[config.mk]
export PLATFORM = sky130hd
export DESIGN_NAME = clut_banked
export DESIGN_NICKNAME = d
export VERILOG_FILES = /design/src/rtl/clut_banked.sv
export SDC_FILE = /design/constraint.sdc
export NUM_CORES = 1
export LEC_CHECK = 0
export CAP_MARGIN = 20
export CORE_UTILIZATION = 35
export CTS_CLUSTER_DIAMETER = 150
export DETAILED_ROUTE_END_ITERATION = 12
export SETUP_SLACK_MARGIN = 0.05
export SLEW_MARGIN = 20
export SYNTH_ARGS = -nofsm -noshare
export SYNTH_HDL_FRONTEND = slang
export SYNTH_SLANG_ARGS = --single-unit
[constraint.sdc]
create_clock -name clk -period 6.9 [get_ports clk]
set_input_delay 1.035 -clock clk [delete_from_list [all_inputs] [get_ports clk]]
set_output_delay 1.035 -clock clk [all_outputs]
set_load 0.05 [all_outputs]
[src/rtl/clut_banked.sv]
`default_nettype none
// +--------------------------------------------------------------------------+
// | clut_banked                                                              |
// | Multi-bank colour lookup table with frame-synchronised bank switching    |
// | and a bank-to-bank copy engine. Optional macro: CLUT_TRANSP_EN (transp). |
// | Revision: 1.0                                                            |
// +--------------------------------------------------------------------------+
module clut_banked #(
   parameter int    COLRW      = 12,
   parameter int    CIDXW      = 4,
   parameter int    NBANK      = 4,
   parameter string F_PAL      = "",
   parameter int    TRANSP_IDX = 0,
   localparam int   BANKW      = $clog2(NBANK)
) (
   input  logic             clk,
   input  logic             rst_n,
   input  logic             frame_start,
   input  logic [BANKW-1:0] bank_sel,
   output logic [BANKW-1:0] bank_active,
   input  logic             rd_en,
   input  logic [CIDXW-1:0] cidx_read,
   output logic [COLRW-1:0] colr_out,
   output logic             colr_valid,
   input  logic             wr_valid,
   output logic             wr_ready,
   input  logic [BANKW-1:0] wr_bank,
   input  logic [CIDXW-1:0] cidx_write,
   input  logic [COLRW-1:0] colr_in,
   input  logic             copy_start,
   input  logic [BANKW-1:0] copy_src,
   input  logic [BANKW-1:0] copy_dst,
   output logic             copy_busy,
   output logic             copy_done
`ifdef CLUT_TRANSP_EN
   ,
   output logic             transp
`endif
);

   localparam int             c_addrw = BANKW + CIDXW;
   localparam int             c_words = NBANK << CIDXW;
   localparam logic [CIDXW:0] c_last  = (CIDXW+1)'((1 << CIDXW) - 1);

   typedef enum logic [1:0] {
      ST_IDLE  = 2'd0,
      ST_PRIME = 2'd1,
      ST_RUN   = 2'd2,
      ST_DONE  = 2'd3
   } state_t;

   generate
      if (NBANK < 2 || (NBANK & (NBANK - 1)) != 0 ||
          TRANSP_IDX < 0 || TRANSP_IDX >= (1 << CIDXW)) begin : g_param_err
         $error("clut_banked: invalid parameter set");
      end
   endgenerate

   // Two identical copies so the display port and the copy engine each own a read port.
   logic [COLRW-1:0] r_mem_disp [c_words];
   logic [COLRW-1:0] r_mem_copy [c_words];

   state_t             r_state;
   state_t             w_state_next;
   logic               r_ready_en;
   logic [BANKW-1:0]   r_src;
   logic [BANKW-1:0]   r_dst;
   logic [CIDXW:0]     r_idx;
   logic [CIDXW:0]     w_idx_inc;
   logic [COLRW-1:0]   r_rd_data;
   logic [COLRW-1:0]   r_cp_data;
   logic               r_rd_v;
   logic               w_copy_go;
   logic               w_cp_re;
   logic [c_addrw-1:0] w_cp_raddr;
   logic               w_we;
   logic [c_addrw-1:0] w_waddr;
   logic [COLRW-1:0]   w_wdata;

   assign w_idx_inc = r_idx + 1'b1;
   assign w_copy_go = (r_state == ST_IDLE) && copy_start;
   assign wr_ready  = (r_state == ST_IDLE) && r_ready_en;

   always_ff @(posedge clk or negedge rst_n) begin
      if (!rst_n) begin
         r_state <= ST_IDLE;
      end else begin
         r_state <= w_state_next;
      end
   end

   always_comb begin
      w_state_next = r_state;
      copy_busy    = 1'b0;
      copy_done    = 1'b0;
      w_cp_re      = 1'b0;
      w_cp_raddr   = {r_src, r_idx[CIDXW-1:0]};
      w_we         = 1'b0;
      w_waddr      = {wr_bank, cidx_write};
      w_wdata      = colr_in;
      case (r_state)
         ST_IDLE: begin
            w_we = wr_valid && r_ready_en;
            if (copy_start) begin
               w_state_next = ST_PRIME;
            end
         end
         ST_PRIME: begin
            copy_busy    = 1'b1;
            w_cp_re      = 1'b1;
            w_state_next = ST_RUN;
         end
         ST_RUN: begin
            // Write entry i from the read register while fetching entry i+1.
            copy_busy  = 1'b1;
            w_cp_re    = 1'b1;
            w_cp_raddr = {r_src, w_idx_inc[CIDXW-1:0]};
            w_we       = 1'b1;
            w_waddr    = {r_dst, r_idx[CIDXW-1:0]};
            w_wdata    = r_cp_data;
            if (r_idx == c_last) begin
               w_state_next = ST_DONE;
            end
         end
         ST_DONE: begin
            copy_busy    = 1'b1;
            copy_done    = 1'b1;
            w_state_next = ST_IDLE;
         end
         default: begin
            w_state_next = ST_IDLE;
         end
      endcase
   end

   // Storage is never reset; non-blocking reads give read-first behaviour.
   always_ff @(posedge clk) begin
      if (w_we) begin
         r_mem_disp[w_waddr] <= w_wdata;
         r_mem_copy[w_waddr] <= w_wdata;
      end
      if (rd_en) begin
         r_rd_data <= r_mem_disp[{bank_active, cidx_read}];
      end
      if (w_cp_re) begin
         r_cp_data <= r_mem_copy[w_cp_raddr];
      end
   end

   always_ff @(posedge clk or negedge rst_n) begin
      if (!rst_n) begin
         r_ready_en  <= 1'b0;
         bank_active <= '0;
         r_rd_v      <= 1'b0;
         colr_valid  <= 1'b0;
         colr_out    <= '0;
         r_src       <= '0;
         r_dst       <= '0;
         r_idx       <= '0;
      end else begin
         r_ready_en <= 1'b1;
         if (frame_start) begin
            bank_active <= bank_sel;
         end
         r_rd_v     <= rd_en;
         colr_valid <= r_rd_v;
         if (r_rd_v) begin
            colr_out <= r_rd_data;
         end
         if (w_copy_go) begin
            r_src <= copy_src;
            r_dst <= copy_dst;
            r_idx <= '0;
         end else if (r_state == ST_RUN) begin
            r_idx <= w_idx_inc;
         end
      end
   end

`ifdef CLUT_TRANSP_EN
   localparam logic [CIDXW-1:0] c_transp_idx = CIDXW'(TRANSP_IDX);

   logic r_tr_d1;

   always_ff @(posedge clk or negedge rst_n) begin
      if (!rst_n) begin
         r_tr_d1 <= 1'b0;
         transp  <= 1'b0;
      end else begin
         r_tr_d1 <= rd_en && (cidx_read == c_transp_idx);
         transp  <= r_rd_v && r_tr_d1;
      end
   end
`endif

endmodule
`default_nettype wire

==> results summary <==
The synthesized-area fraction occupied by ao, oa, aoi and oai cells is 0.0451. The data required time of the critical path came out at 7.25 ns. For this design, the sink count on the clock tree is 820. The proportion of synthesized area in mux cells is 0.223.

The die outline height came out at 332 um. The share of synthesized cell area in and, or, nand and nor gates came out at 0.0617. The number of core rows is 120.

Dividing the final minimum period by the clock period gives 0.667. The global-route total usage across every layer came out at 0.206. The maximum level of the CTS H-tree is 3. The number of max-slew violations in the final report was 0. The fraction of synthesized cell area taken by the top area cell type is 0.625. By instance count, the cell type seen most on the critical path is sky130_fd_sc_hd__buf_4. The sort of element at the start of the critical path is a register. After clock tree synthesis, the repair step resized 0 gates. The largest area contributor in the netlist is sky130_fd_sc_hd__edfxtp_1. The cell count after placement came out at 3579. The instance count of the mapped netlist is 2238. At the worst endpoint, the arrival time is 4.94 ns. The maximum buffer depth of the clock tree came out at 3. The number of maximum-capacitance violations is 0. The total wirelength of the detailed-routed design is 115000 um. The floorplan die area came out at 110000 sq um. Setup repair after global routing left no endpoint under its margin. The static leakage power is 13.5 nW. The width of the die came out at 332 um. The worst setup path is captured at a register. The first-pass detailed-route iteration total came out at 5. The fraction of synthesis flops using an asynchronous set or reset pin is 0.0341. For this run, the number of Yosys warnings is 0. The number of global-route vias before repair is 22.7k. The xor and xnor fraction of the mapped netlist area is 0.00164. The maximum fanout along the worst path is 40.

The number of buffers created by CTS came out at 86. The pre-CTS setup slack is 2.30 ns. The biggest cell delay along the critical path is 0.97 ns.

The number of hold buffers added after CTS was 0. The power density over cell area is 396 nW/um^2. The via density per instance is 6.07. The final critical path time including I/O delays and setup came out at 4.60 ns.

The type of the most critical hold path is register to register. The hold violation total from the final report came out at 0. The unique cell type count in the Yosys netlist came out at 52. The count of vias placed by the detailed router is 22.6k. The first-pass GRT wire length came out at 165000 um. The starting DRC count in detailed routing came out at 2730. Ranked by total cell area, the synthesized netlist is headed by sky130_fd_sc_hd__edfxtp_1 (62%), sky130_fd_sc_hd__mux4_2 (18%), sky130_fd_sc_hd__nand2_1 (3.2%). The internal power came out at 10.9 mW.

The mapped netlist covers 38100 sq um. The post-detailed-route count of antenna-violating nets is 0. The post-CTS setup repair buffer count is 0. The HPWL after detailed placement came out at 69100 um. The fraction of final layout cells sized beyond drive strength 1 is 0.252.

The run finished with clean final reports. The final-layout worst hold slack came out at 0.473 ns. After global routing the overflow that remains totals 0. The critical path is of the register to register type. The switching share of power came out at 0.357. The clock reaches the later pin of the worst-skew pair after 0.65 ns.

Yosys mapped a number of flops with a built-in enable equal to 792. The final critical-path setup slack came out at 2.30 ns. For the final routed database, the setup TNS stands at 0 ns.

The final weighted congestion in routability-driven placement is 0.886. The proportion of power drawn by the clock network is 0.269. At the pin with the least slew margin, the transition time is 1.14 ns.

The post-synth net total came out at 2279. For this run, the leading register cell type out of synthesis is sky130_fd_sc_hd__edfxtp_1. The initial utilization of the core area, before any placement, comes to 0.354. The library cell used most frequently in the layout, excluding fill and tap cells, is sky130_fd_sc_hd__edfxtp_1. The net count of the finished layout is 2305. In this run the standard cell core region covers 108000 sq um. The sequential share of power came out at 0.372. The final routed wire length divided by cell count came out at 30.8 um. The cell sitting at the root of the clock tree is a sky130_fd_sc_hd__clkbuf_16.

The number of remaining DRC errors is 0. The share of total power dissipated in combinational logic is 0.359. The initial antenna violation count is 1. In the layout the commonest cells are sky130_fd_sc_hd__edfxtp_1 (792), sky130_fd_sc_hd__nand2_1 (329), sky130_fd_sc_hd__mux4_2 (312). For this run, the register share of the synthesized area comes to 0.643. The total of fill cells in the finished design came out at 9608.

Relative to the synthesized area, the layout overhead comes to 12.9%. The power consumption is 17.0 mW. The synthesized flop and latch total is 820. Across the VDD grid, the largest voltage drop is 0.000415 V. On the critical path, the stage with the largest delay is an instance of sky130_fd_sc_hd__a221oi_1. The critical path goes through inv_1 > ha_1 > buf_4 > xor2_4 > buf_4 > buf_4 > mux4_2 > a221oi_1 > a211oi_2.

The count of antenna diodes in the layout is 0. The analysis attributes to net switching a power of 6.08 mW. Headroom to the max-slew limit came out at 0.236.

The main combinational cell family by area after synthesis is multiplexers. A synthesized cell averages 17.0 sq um. Entering global routing, the biggest net connects 145 pins.

The number of primary I/O pins is 52. The final setup skew is 0.0211 ns. Of the total synthesized cell area, the portion taken by full adders, half adders and majority gates is 0.00230. Based on the critical path, the design can be clocked at up to 217 MHz. Clock-pin slew was measured on the worst setup and hold paths at 0.06 ns.

The count of non-filler cells in the finished layout is 3729. TritonCTS built the clock tree. Buffers placed on the I/O ports in this run total 51. The final count of negative-setup-slack endpoints came out at 0.
path summary, 6_finish.rpt:
| path | from | endpoint | slack (ns) | depth (start not counted) |
|---|---|---|---|---|
| min in group asynchronous | rst_n | colr_out[2] | 0.79 | 2 |
| max | r_state[0] | r_cp_data[7] | 2.30 | 9 |
| min | r_rd_data[1] | colr_out[1] | 0.47 | 1 |
| min reg2reg | r_rd_data[1] | colr_out[1] | 0.47 | 1 |
| max in group asynchronous | rst_n | bank_active[0] | 5.82 | 2 |
| max reg2reg | r_state[0] | r_cp_data[7] | 2.30 | 9 |
cells in the mapped netlist (all sizes together) (28+ instances only):
cell,instances
mux4,312
mux2,32
nor2,79
a32oi,48
nand2,329
buf,106
a221oi,36
a211oi,35
a31oi,48
clkbuf,59
mux2i,109
nand3,106
edfxtp,792
dfrtp,28
cells by family after synthesis:
kind of cell             count (synthesis)
XOR/XNOR                                 5
multiplexers                           453
other                                    1
flip-flops                             820
adder cells (fa/ha/maj)                  7
AND/OR/NAND/NOR                        556
buffers and inverters                  176
AO/OA/AOI/OAI                          220
layer usage:
layer / global-route usage / wire length, um / part of all wire / vias to the layer above
li1: - / - / - / 9234
met4: 0.0799 / 4510 / 0.039 / 0
met1: 0.270 / 44600 / 0.39 / 12000
met2: 0.337 / 55400 / 0.48 / 1188
met5: 0 / 0 / 0 / -
met3: 0.0431 / 10500 / 0.091 / 207
final cells by class:
class / instances / area [sq um] / share of cell area
flip-flops and latches: 820 / 24500 / 0.570
multi-input cells: 1242 / 12900 / 0.301
clock buffers: 106 / 2330 / 0.0543
well taps: 1403 / 1760 / 0.0409
repair buffers: 103 / 987 / 0.0230
clock inverters: 44 / 409 / 0.00953
inverters: 11 / 41.3 / 0.000961
worst max-delay path, delay by kind of cell, from the launching register on:
kind / cells / cell delay [ns]
AOI/OAI and AO/OA: 2 / 1.14
xor gates and xnor gates: 1 / 0.22
adders and majority gates: 1 / 0.17
buffers and inverters: 4 / 1.72
DFF: 1 / 0.40
muxes: 1 / 0.59
state kept, by name (all words and copies together), names as in the netlist:
register,cells
bank_active,2
colr_out,12
colr_valid,1
r_cp_data,12
r_dst,2
r_idx,5
r_mem_copy,12
r_mem_disp,756
r_rd_data,12
r_rd_v,1
r_ready_en,1
r_src,2
r_state,2
power by group through the flow:
stage | registers, mW | logic (mW) | clock network (mW)
final | 6.34 | 6.11 | 4.57
after global routing | 6.35 | 6.45 | 4.80
after CTS | 6.34 | 6.07 | 4.63
after detailed placement | 6.44 | 6.07 | 0
after global placement | 6.43 | 5.95 | 0
after floorplan | 6.40 | 4.11 | 0
metrics by stage:
| stage | utilization | cell area [sq um] |
|---|---|---|
| 2_1_floorplan | - | 38100 |
| 3_3_place_gp | 0.374 | 40200 |
| 3_5_place_dp | 0.374 | 40200 |
| 4_1_cts | 0.399 | 42900 |
| 5_1_grt | 0.400 | 42900 |
| 6_report | 0.400 | 42900 |
Power figures use the tool's default switching activity.
